`src/rtl/lsu_pkg.sv`:
```
// Shared definitions for the load/store unit memory port: width codes,
// controller states and the request legality check.
package lsu_pkg;

   localparam logic [2:0] F3_B  = 3'b000;
   localparam logic [2:0] F3_H  = 3'b001;
   localparam logic [2:0] F3_W  = 3'b010;
   localparam logic [2:0] F3_BU = 3'b100;
   localparam logic [2:0] F3_HU = 3'b101;

   typedef enum logic [1:0] {
      ST_IDLE,
      ST_ACCESS,
      ST_CAPTURE,
      ST_RESP
   } lsu_state_t;

   // A faulting request never reaches the memory: bad width code, unsigned store,
   // misaligned halfword/word, or an address past the implemented memory.
   function automatic logic req_faults(input logic        store,
                                       input logic [2:0]  funct3,
                                       input logic [31:0] addr,
                                       input logic [31:0] mem_bytes);
      logic bad;
      bad = 1'b0;
      case (funct3)
         F3_B, F3_BU: bad = 1'b0;
         F3_H, F3_HU: bad = addr[0];
         F3_W:        bad = (addr[1:0] != 2'b00);
         default:     bad = 1'b1;
      endcase
      if (store && funct3[2]) bad = 1'b1;
      if (addr >= mem_bytes)  bad = 1'b1;
      return bad;
   endfunction

endpackage

```
`src/rtl/lsu_mem_port_if.sv`:
```
// Request, response and data-memory signals of the load/store unit.
// The slave modport is the LSU's view; master is the core/memory side.
interface lsu_mem_port_if;

   logic        req_valid;
   logic        req_ready;
   logic        req_store;
   logic [2:0]  req_funct3;
   logic [31:0] req_addr;
   logic [31:0] req_wdata;
   logic        rsp_valid;
   logic        rsp_ready;
   logic [31:0] rsp_rdata;
   logic        rsp_fault;
   logic [31:0] mem_addr;
   logic [31:0] mem_din;
   logic [3:0]  mem_we;
   logic [31:0] mem_dout;

   modport slave (
      input  req_valid, req_store, req_funct3, req_addr, req_wdata, rsp_ready, mem_dout,
      output req_ready, rsp_valid, rsp_rdata, rsp_fault, mem_addr, mem_din, mem_we
   );

   modport master (
      output req_valid, req_store, req_funct3, req_addr, req_wdata, rsp_ready, mem_dout,
      input  req_ready, rsp_valid, rsp_rdata, rsp_fault, mem_addr, mem_din, mem_we
   );

endinterface

```
`src/rtl/lsu_lane_align.sv`:
```
// Byte-lane steering between the core's right-justified data and the
// 32-bit memory word, in both the store and the load direction.
module lsu_lane_align
   import lsu_pkg::*;
(
   input  logic [2:0]  funct3,
   input  logic [1:0]  byte_off,
   input  logic [31:0] wdata,
   input  logic [31:0] mem_dout,
   output logic [3:0]  we_mask,
   output logic [31:0] mem_din,
   output logic [31:0] load_data
);

   logic [31:0] shifted;

   // Stores replicate the datum into every lane so only the enables select the target.
   always_comb begin
      we_mask = 4'b1111;
      mem_din = wdata;
      case (funct3[1:0])
         2'b00: begin
            we_mask = 4'b0001 << byte_off;
            mem_din = {4{wdata[7:0]}};
         end
         2'b01: begin
            we_mask = 4'b0011 << byte_off;
            mem_din = {2{wdata[15:0]}};
         end
         default: begin
            we_mask = 4'b1111;
            mem_din = wdata;
         end
      endcase
   end

   always_comb begin
      shifted   = mem_dout >> {byte_off, 3'b000};
      load_data = shifted;
      case (funct3)
         F3_B:    load_data = {{24{shifted[7]}}, shifted[7:0]};
         F3_BU:   load_data = {24'd0, shifted[7:0]};
         F3_H:    load_data = {{16{shifted[15]}}, shifted[15:0]};
         F3_HU:   load_data = {16'd0, shifted[15:0]};
         default: load_data = shifted;
      endcase
   end

endmodule

```
`src/rtl/lsu_mem_port.sv`:
```
// Load/store unit initiator port: one request at a time, a single memory
// access cycle, a capture cycle for the synchronous read, then a held response.
module lsu_mem_port
   import lsu_pkg::*;
#(
   parameter int unsigned MEM_BYTES = 804
) (
   input  logic            clk,
   input  logic            rst_n,
   lsu_mem_port_if.slave   bus
);

   lsu_state_t  state;
   logic        r_store;
   logic [2:0]  r_funct3;
   logic [1:0]  r_off;
   logic [31:0] r_wdata;
   logic [29:0] mem_word_q;
   logic        req_ready_q;
   logic        rsp_valid_q;
   logic        rsp_fault_q;
   logic [31:0] rsp_rdata_q;
   logic [3:0]  we_mask;
   logic [31:0] lane_din;
   logic [31:0] load_data;

   lsu_lane_align u_align (
      .funct3    (r_funct3),
      .byte_off  (r_off),
      .wdata     (r_wdata),
      .mem_dout  (bus.mem_dout),
      .we_mask   (we_mask),
      .mem_din   (lane_din),
      .load_data (load_data)
   );

   // Write enables come straight from state so a reset kills them immediately.
   assign bus.mem_we    = (state == ST_ACCESS && r_store) ? we_mask : 4'b0000;
   assign bus.mem_din   = lane_din;
   assign bus.mem_addr  = {mem_word_q, 2'b00};
   assign bus.req_ready = req_ready_q;
   assign bus.rsp_valid = rsp_valid_q;
   assign bus.rsp_fault = rsp_fault_q;
   assign bus.rsp_rdata = rsp_rdata_q;

   always_ff @(posedge clk or negedge rst_n) begin
      if (!rst_n) begin
         state       <= ST_IDLE;
         r_store     <= 1'b0;
         r_funct3    <= F3_B;
         r_off       <= 2'b00;
         r_wdata     <= 32'd0;
         mem_word_q  <= 30'd0;
         req_ready_q <= 1'b1;
         rsp_valid_q <= 1'b0;
         rsp_fault_q <= 1'b0;
         rsp_rdata_q <= 32'd0;
      end else begin
         case (state)
            ST_IDLE: begin
               if (bus.req_valid) begin
                  r_store     <= bus.req_store;
                  r_funct3    <= bus.req_funct3;
                  r_off       <= bus.req_addr[1:0];
                  r_wdata     <= bus.req_wdata;
                  req_ready_q <= 1'b0;
                  if (req_faults(bus.req_store, bus.req_funct3, bus.req_addr, 32'(MEM_BYTES))) begin
                     rsp_valid_q <= 1'b1;
                     rsp_fault_q <= 1'b1;
                     rsp_rdata_q <= 32'd0;
                     state       <= ST_RESP;
                  end else begin
                     mem_word_q <= bus.req_addr[31:2];
                     state      <= ST_ACCESS;
                  end
               end
            end
            ST_ACCESS: begin
               if (r_store) begin
                  rsp_valid_q <= 1'b1;
                  rsp_fault_q <= 1'b0;
                  rsp_rdata_q <= 32'd0;
                  state       <= ST_RESP;
               end else begin
                  state <= ST_CAPTURE;
               end
            end
            ST_CAPTURE: begin
               rsp_valid_q <= 1'b1;
               rsp_fault_q <= 1'b0;
               rsp_rdata_q <= load_data;
               state       <= ST_RESP;
            end
            ST_RESP: begin
               if (bus.rsp_ready) begin
                  rsp_valid_q <= 1'b0;
                  req_ready_q <= 1'b1;
                  state       <= ST_IDLE;
               end
            end
            default: state <= ST_IDLE;
         endcase
      end
   end

endmodule

```
`src/flat_wrapper.sv`:
```
// flat-port wrapper written by rule: the top's interface ports become plain ports
module lsu_mem_port_flat import lsu_pkg::*;
#(
   parameter int unsigned MEM_BYTES = 804
)
  (clk, rst_n, bus_req_valid, bus_req_store, bus_req_funct3, bus_req_addr, bus_req_wdata, bus_rsp_ready, bus_mem_dout, bus_req_ready, bus_rsp_valid, bus_rsp_rdata, bus_rsp_fault, bus_mem_addr, bus_mem_din, bus_mem_we);
  lsu_mem_port_if bus_i ();
  input  logic clk;
  input  logic rst_n;
  input wire logic [$bits(bus_i.req_valid)-1:0] bus_req_valid;
  input wire logic [$bits(bus_i.req_store)-1:0] bus_req_store;
  input wire logic [$bits(bus_i.req_funct3)-1:0] bus_req_funct3;
  input wire logic [$bits(bus_i.req_addr)-1:0] bus_req_addr;
  input wire logic [$bits(bus_i.req_wdata)-1:0] bus_req_wdata;
  input wire logic [$bits(bus_i.rsp_ready)-1:0] bus_rsp_ready;
  input wire logic [$bits(bus_i.mem_dout)-1:0] bus_mem_dout;
  output wire logic [$bits(bus_i.req_ready)-1:0] bus_req_ready;
  output wire logic [$bits(bus_i.rsp_valid)-1:0] bus_rsp_valid;
  output wire logic [$bits(bus_i.rsp_rdata)-1:0] bus_rsp_rdata;
  output wire logic [$bits(bus_i.rsp_fault)-1:0] bus_rsp_fault;
  output wire logic [$bits(bus_i.mem_addr)-1:0] bus_mem_addr;
  output wire logic [$bits(bus_i.mem_din)-1:0] bus_mem_din;
  output wire logic [$bits(bus_i.mem_we)-1:0] bus_mem_we;
  assign bus_i.req_valid = bus_req_valid;
  assign bus_i.req_store = bus_req_store;
  assign bus_i.req_funct3 = bus_req_funct3;
  assign bus_i.req_addr = bus_req_addr;
  assign bus_i.req_wdata = bus_req_wdata;
  assign bus_i.rsp_ready = bus_rsp_ready;
  assign bus_i.mem_dout = bus_mem_dout;
  assign bus_req_ready = bus_i.req_ready;
  assign bus_rsp_valid = bus_i.rsp_valid;
  assign bus_rsp_rdata = bus_i.rsp_rdata;
  assign bus_rsp_fault = bus_i.rsp_fault;
  assign bus_mem_addr = bus_i.mem_addr;
  assign bus_mem_din = bus_i.mem_din;
  assign bus_mem_we = bus_i.mem_we;
  lsu_mem_port #(.MEM_BYTES(MEM_BYTES)) u_core (.clk(clk), .rst_n(rst_n), .bus(bus_i));
endmodule
```
`config.mk`:
```
export PLATFORM = sky130hd
export DESIGN_NAME = lsu_mem_port_flat
export DESIGN_NICKNAME = d
export VERILOG_FILES = /design/src/rtl/lsu_pkg.sv /design/src/rtl/lsu_mem_port_if.sv /design/src/rtl/lsu_lane_align.sv /design/src/rtl/lsu_mem_port.sv /design/src/flat_wrapper.sv
export SDC_FILE = /design/constraint.sdc
export NUM_CORES = 1
export LEC_CHECK = 0
export ABC_AREA = 1
export ABC_CLOCK_PERIOD_IN_PS = 1950
export CAP_MARGIN = 20
export CORE_AREA = 8 8 101 148
export DETAILED_ROUTE_END_ITERATION = 8
export DIE_AREA = 0 0 109 156
export PLACE_DENSITY = 0.9
export SYNTH_ARGS = -nofsm -noshare
export SYNTH_HDL_FRONTEND = slang
export SYNTH_SLANG_ARGS = --single-unit
```
`constraint.sdc`:
```
create_clock -name clk -period 1.95 [get_ports clk]
set_input_delay 0.195 -clock clk [delete_from_list [all_inputs] [get_ports clk]]
set_output_delay 0.195 -clock clk [all_outputs]
set_load 0.05 [all_outputs]
```
==> results of run 1 <==
state kept, by name (all words and copies together), names as in the netlist, 2 cells and up:
signal and cells:
u_core.r_off 2, u_core.bus.rsp_rdata 32, u_core.r_funct3 3, u_core.r_wdata 32, u_core.state 2, u_core.mem_word_q 30
placed cells by master, fill, tap and decap left out, drive strengths merged:
cell type,synthesis,layout
o211ai,4,4
clkinv,3,5
ha,5,5
clkdlybuf4s50,0,172
nand3,68,68
nor2,46,46
dfrtp,104,104
clkinvlp,0,3
o221ai,1,1
nand2,281,281
conb,1,2
mux2,28,28
nand4,1,1
bufinv,0,1
nor3b,1,1
o21ai,14,14
dlygate4sd3,0,1
clkbuf,11,10
a21oi,44,44
dfstp,1,1
diode,0,1
inv,60,61
a211oi,7,7
buf,39,52
cell families (layout without fill, tap and decap cells):
kind of cell	Yosys count	in the layout	synth area share, %
simple gates	397	397	29.72
buf+inv	113	305	9.736
flops	105	105	46.92
compound gates	70	70	6.811
mux	28	28	5.627
fa+ha+maj	5	5	1.117
other cells	1	3	0.06693
metal layers:
metal	share of wire (%)	wire length (microns)	vias up
li1	-	-	2622
met1	36	6408	2516
met2	52	9093	260
met3	8.7	1540	34
met4	3.4	599	0
met5	0	0	-
path summary, 6_finish.rpt:
check / to / slack [ps] / from
setup / recovery: bus_mem_din[25] / 120 / u_core.r_funct3[1]
hold / removal: u_core.mem_word_q[14] / 360 / rst_n
setup reg to reg: u_core.bus.rsp_rdata[1] / 210 / u_core.state[0]
hold reg to reg: u_core.mem_word_q[12] / 470 / u_core.mem_word_q[12]
max in group asynchronous: u_core.mem_word_q[4] / 970 / rst_n
min in group clk: u_core.mem_word_q[5] / 420 / bus_req_addr[7]
layout make-up:
type,instances,area [sq um]
Antenna cell,1,2.502
Clock buffer,10,229.0
Clock inverter,6,65.06
Fill cell,1039,4696
Inverter,63,252.7
Multi-Input combinational cell,502,2449
Sequential cell,105,2629
Tap cell,159,198.9
Timing Repair Buffer,225,2297
Timing Repair inverter,1,7.507
synth_stat cells, drive strengths merged:
cell type  count
a211oi         7
a21oi         44
buf           39
clkbuf        11
clkinv         3
conb           1
dfrtp        104
dfstp          1
ha             5
inv           60
mux2          28
nand2        281
nand3         68
nand4          1
nor2          46
nor3b          1
o211ai         4
o21ai         14
o221ai         1
where the power goes:
group	switching (mW)	internal, mW	total [mW]
combinational	6.00	3.09	9.08
sequential	0.512	2.91	3.43
clock	0.822	1.00	1.82
timing repair:
action | CTS | global route
gates cloned | 1 | 0
setup endpoints to repair | 19 | 16
endpoints found under the hold margin | 31 | 0
hold buffers | 1 | 0
buffers inserted | 2 | 1
resized for setup | 8 | 3
stage by stage:
step | cells | hold WS (ps) | worst slack (ps) | utilization, % | TNS (ps)
6_report | 1072 | 357.8 | 118.5 | 63.39 | 0
5_1_grt | 1072 | 404.8 | 11.47 | 63.39 | 0
4_1_cts | 1070 | 372.7 | 50.09 | 63.18 | 0
3_5_place_dp | 1050 | 194.2 | 28.82 | 60.61 | 0
3_3_place_gp | 1050 | 191.7 | 89.40 | 60.61 | 0
2_1_floorplan | 720 | -100.6 | -191.6 | - | -958.1
==> results.json, run 1 <==
{
  "rows": 51,
  "outcome": "completed",
  "detail_route.first_pass.iterations": 5,
  "nNetsFinal": 1016,
  "cts_buffer_depth": 2,
  "dp.final_hpwl_mm": 13.25,
  "grt_pass1_wl_mm": 27.97,
  "fp.dieH_microns": 156,
  "area_growth_pct": 45.11,
  "cts_sinks": 105,
  "final_area_sq_mm": 0.008130,
  "period_needed_ps": 1832,
  "crit_top_cell": "buf_4",
  "critPathArrivalTime_ps": 1640,
  "gr-total-overflow": 0,
  "netlist_area_sq_mm": 0.005603,
  "use_met3_pct": 5.624,
  "yosysTopAreaCell": "dfrtp_1",
  "syn_inst": 719,
  "critPathLaunchType": "flop",
  "hp-class": "in2async",
  "cts_buffers": 9,
  "synthTopCellsByArea": "dfrtp_1, nand2_1, nand3_1",
  "max_stage_delay_ps": 420,
  "grt_pass1_vias": 5485,
  "drt_wl_total_mm": 17.64,
  "track_usage_pct": 20.95,
  "ys_seq_area_share_pct": 46.92,
  "io_buffers": 204,
  "drive_above_1_share_pct": 12.39,
  "critPathBufInv": 2,
  "clk_pin_slew_ps": 70,
  "path_max_fanout": 33,
  "worstMarginPinSlew_ps": 572.4,
  "h-tree-depth": 3,
  "vias_per_cell": 5.067,
  "fin_total_pwr_mw": 14.33,
  "cp.depth": 4,
  "slew_headroom_pct": 61.72,
  "power.density_mw_per_mm2": 1763,
  "tritoncts": "yes",
  "ant_nets": 0,
  "dieArea_sq_mm": 0.01700,
  "ir_worst_vdd_mv": 1.406,
  "maxSlewViolCount": 0,
  "cts_root_buf": "clkbuf_16",
  "grt_max_degree": 37,
  "yosys_warnings": 0,
  "gp_congestion": 0.8611,
  "clock_latency_ps": 340,
  "p_leak_nw": 4.107,
  "antenna_found_initial": 1,
  "setup-violations-final": 0,
  "ff2ff_path_depth": 8,
  "die_x_microns": 109,
  "drt_iter0_drc": 246,
  "end_kind": "output pin",
  "drc": 0,
  "wl_per_cell_microns": 16.46,
  "synth_seq_cells": 105,
  "ios": 207,
  "via_count": 5432,
  "required_ps": 1750,
  "synth_top_area_share_pct": 46.45,
  "rsz0062_at_grt": "false",
  "path_cells": "buf_4, nand2_1, o211ai_1, buf_4",
  "hold_violations": 0,
  "skew_ps": 9.898,
  "crit_path_top_delay_cell": "dfrtp_1",
  "placed_area_sq_mm": 0.007774,
  "met2_usage_pct": 36.24,
  "critPathKind": "reg2out",
  "cap_violations": 0,
  "max_freq_ghz": 0.5460,
  "grt.busiest_layer": "met2",
  "synth_cell_types": 28,
  "critPathTopFamily": "buffers and inverters",
  "start_util_pct": 43.68,
  "use_met1_pct": 23.26,
  "syn_avg_cell_area_sq_um": 7.793,
  "core_sq_mm": 0.01283,
  "period_share_pct": 93.92
}
No activity file was read; power rests on OpenSTA's default activity.
==> run 2, diff against run 1 <==
Settings changed: MAX_ROUTING_LAYER set to met4.
==> results.json, run 2 (synthesized netlist as in run 1, its figures left out) <==
{
  "outcome": "completed",
  "track_usage_pct": 21.52,
  "period_needed_ps": 1826,
  "drc": 0,
  "critPathLaunchType": "flop",
  "critPathArrivalTime_ps": 1630,
  "required_ps": 1750,
  "p_int_mw": 7.006,
  "drive_above_1_share_pct": 12.39,
  "ios": 207,
  "final_core_util_pct": 63.39,
  "p_sw_share_pct": 51.13,
  "die_x_microns": 109,
  "num-fill-cells": 1039,
  "hold_violations": 0,
  "wl_per_cell_microns": 16.43,
  "clock_latency_ps": 340,
  "path_max_fanout": 33,
  "vias_per_cell": 5.064,
  "area_growth_pct": 45.11,
  "slew_headroom_pct": 61.71,
  "fp.dieH_microns": 156,
  "hp-class": "in2async",
  "cts_buffers": 9,
  "hold_ws_ps": 358.2,
  "grt_pass1_wl_mm": 27.92,
  "finalSetupTns_ps": 0,
  "via_count": 5429,
  "tritoncts": "yes",
  "p_comb_share_pct": 63.4,
  "start_util_pct": 43.68,
  "maxSlewViolCount": 0,
  "detail_route.first_pass.iterations": 5,
  "max_freq_ghz": 0.5477,
  "skew_ps": 10.79,
  "grt_max_degree": 37,
  "cts_buffer_depth": 2,
  "p_sw_mw": 7.329,
  "ant_nets": 0,
  "critPathKind": "reg2out",
  "cts_sinks": 105,
  "pwr-share-clk_pct": 12.7,
  "final_cell_mix": "nand2_1, clkdlybuf4s50_1, dfrtp_1",
  "setup-violations-final": 0,
  "rows": 51,
  "gr-total-overflow": 0,
  "cap_violations": 0,
  "power.density_mw_per_mm2": 1763,
  "antenna_found_initial": 1,
  "io_buffers": 204,
  "drt_wl_total_mm": 17.62,
  "worstMarginPinSlew_ps": 572.6,
  "ir_worst_vdd_mv": 1.409,
  "cts_root_buf": "clkbuf_16",
  "p_leak_nw": 4.107,
  "core_sq_mm": 0.01283,
  "period_share_pct": 93.62,
  "gp_congestion": 0.8749,
  "dieArea_sq_mm": 0.01700,
  "h-tree-depth": 3,
  "dp.final_hpwl_mm": 13.25,
  "rsz0062_at_grt": "false",
  "grt_pass1_vias": 5494,
  "drt_iter0_drc": 280,
  "mostFrequentLayoutCell": "nand2_1",
  "pwr-share-seq_pct": 23.9,
  "clk_pin_slew_ps": 70,
  "nNetsFinal": 1016,
  "end_kind": "output pin"
}
[run 2: cell counts in the layout (fill, tap and decap cells not counted)]
Identical to the previous run, type by type.
[run 2: metrics by stage]
| step | setup WS, ps | power, mW | cells | instance area, sq um |
|---|---|---|---|---|
| 4_1_cts | 50.09 | 14.32 | 1070 | 8104 |
| 3_5_place_dp | 28.82 | 12.40 | 1050 | 7774 |
| 2_1_floorplan | -191.6 | 9.596 | 720 | 5607 |
| 6_report | 124.3 | 14.33 | 1072 | 8130 |
| 5_1_grt | 11.88 | 15.13 | 1072 | 8130 |
| 3_3_place_gp | 89.40 | 12.25 | 1050 | 7774 |
[run 2: final timing paths]
| check | startpoint | endpoint | slack, ps | cells past startpoint |
|---|---|---|---|---|
| max reg2reg | u_core.state[0] | u_core.bus.rsp_rdata[31] | 210 | 8 |
| min in group clk | bus_req_addr[3] | u_core.mem_word_q[1] | 420 | 3 |
| min | rst_n | u_core.mem_word_q[14] | 360 | 2 |
| max in group asynchronous | rst_n | u_core.mem_word_q[1] | 970 | 3 |
| max | u_core.r_funct3[1] | bus_mem_din[25] | 120 | 4 |
| min reg2reg | u_core.mem_word_q[12] | u_core.mem_word_q[12] | 470 | 2 |
[run 2: layer usage]
metal  vias to the layer above  global-route usage (%)  part of all wire (%)
li1                       2624                       -                     -
met1                      2517                   23.85                    37
met2                       257                   36.27                    52
met3                        31                   4.632                   7.9
met4                         0                   9.037                   3.2
met5                         -                       -                     0
[run 2: critical path, stage by stage, from the launching register on]
cell	delay, ps
dfrtp_1	420
buf_4	400
nand2_1	100
o211ai_1	120
buf_4	240
[run 2: cell type report]
| cell class | instances | area [sq um] | area share (%) |
|---|---|---|---|
| Clock buffer | 10 | 229.0 | 2.816 |
| Multi-Input combinational cell | 502 | 2449 | 30.12 |
| Inverter | 63 | 252.7 | 3.109 |
| Sequential cell | 105 | 2629 | 32.33 |
| Timing Repair Buffer | 225 | 2297 | 28.25 |
| Tap cell | 159 | 198.9 | 2.447 |
| Clock inverter | 6 | 65.06 | 0.8002 |
| Timing Repair inverter | 1 | 7.507 | 0.09234 |
| Antenna cell | 1 | 2.502 | 0.03078 |
[run 2: repair_timing]
action,CTS,global route
setup buffers,2,1
endpoints found under the setup margin,19,16
endpoints found under the hold margin,31,0
gates cloned,1,0
resized for setup,8,3
hold buffers,1,0
[run 2: power by group through the flow]
stage	Sequential [mW]	Combinational (mW)	Clock, mW
after floorplan	4.35	5.24	0
after global placement	3.44	8.81	0
after detailed placement	3.45	8.95	0
after CTS	3.42	9.05	1.85
after global routing	3.50	9.68	1.94
final	3.42	9.09	1.82
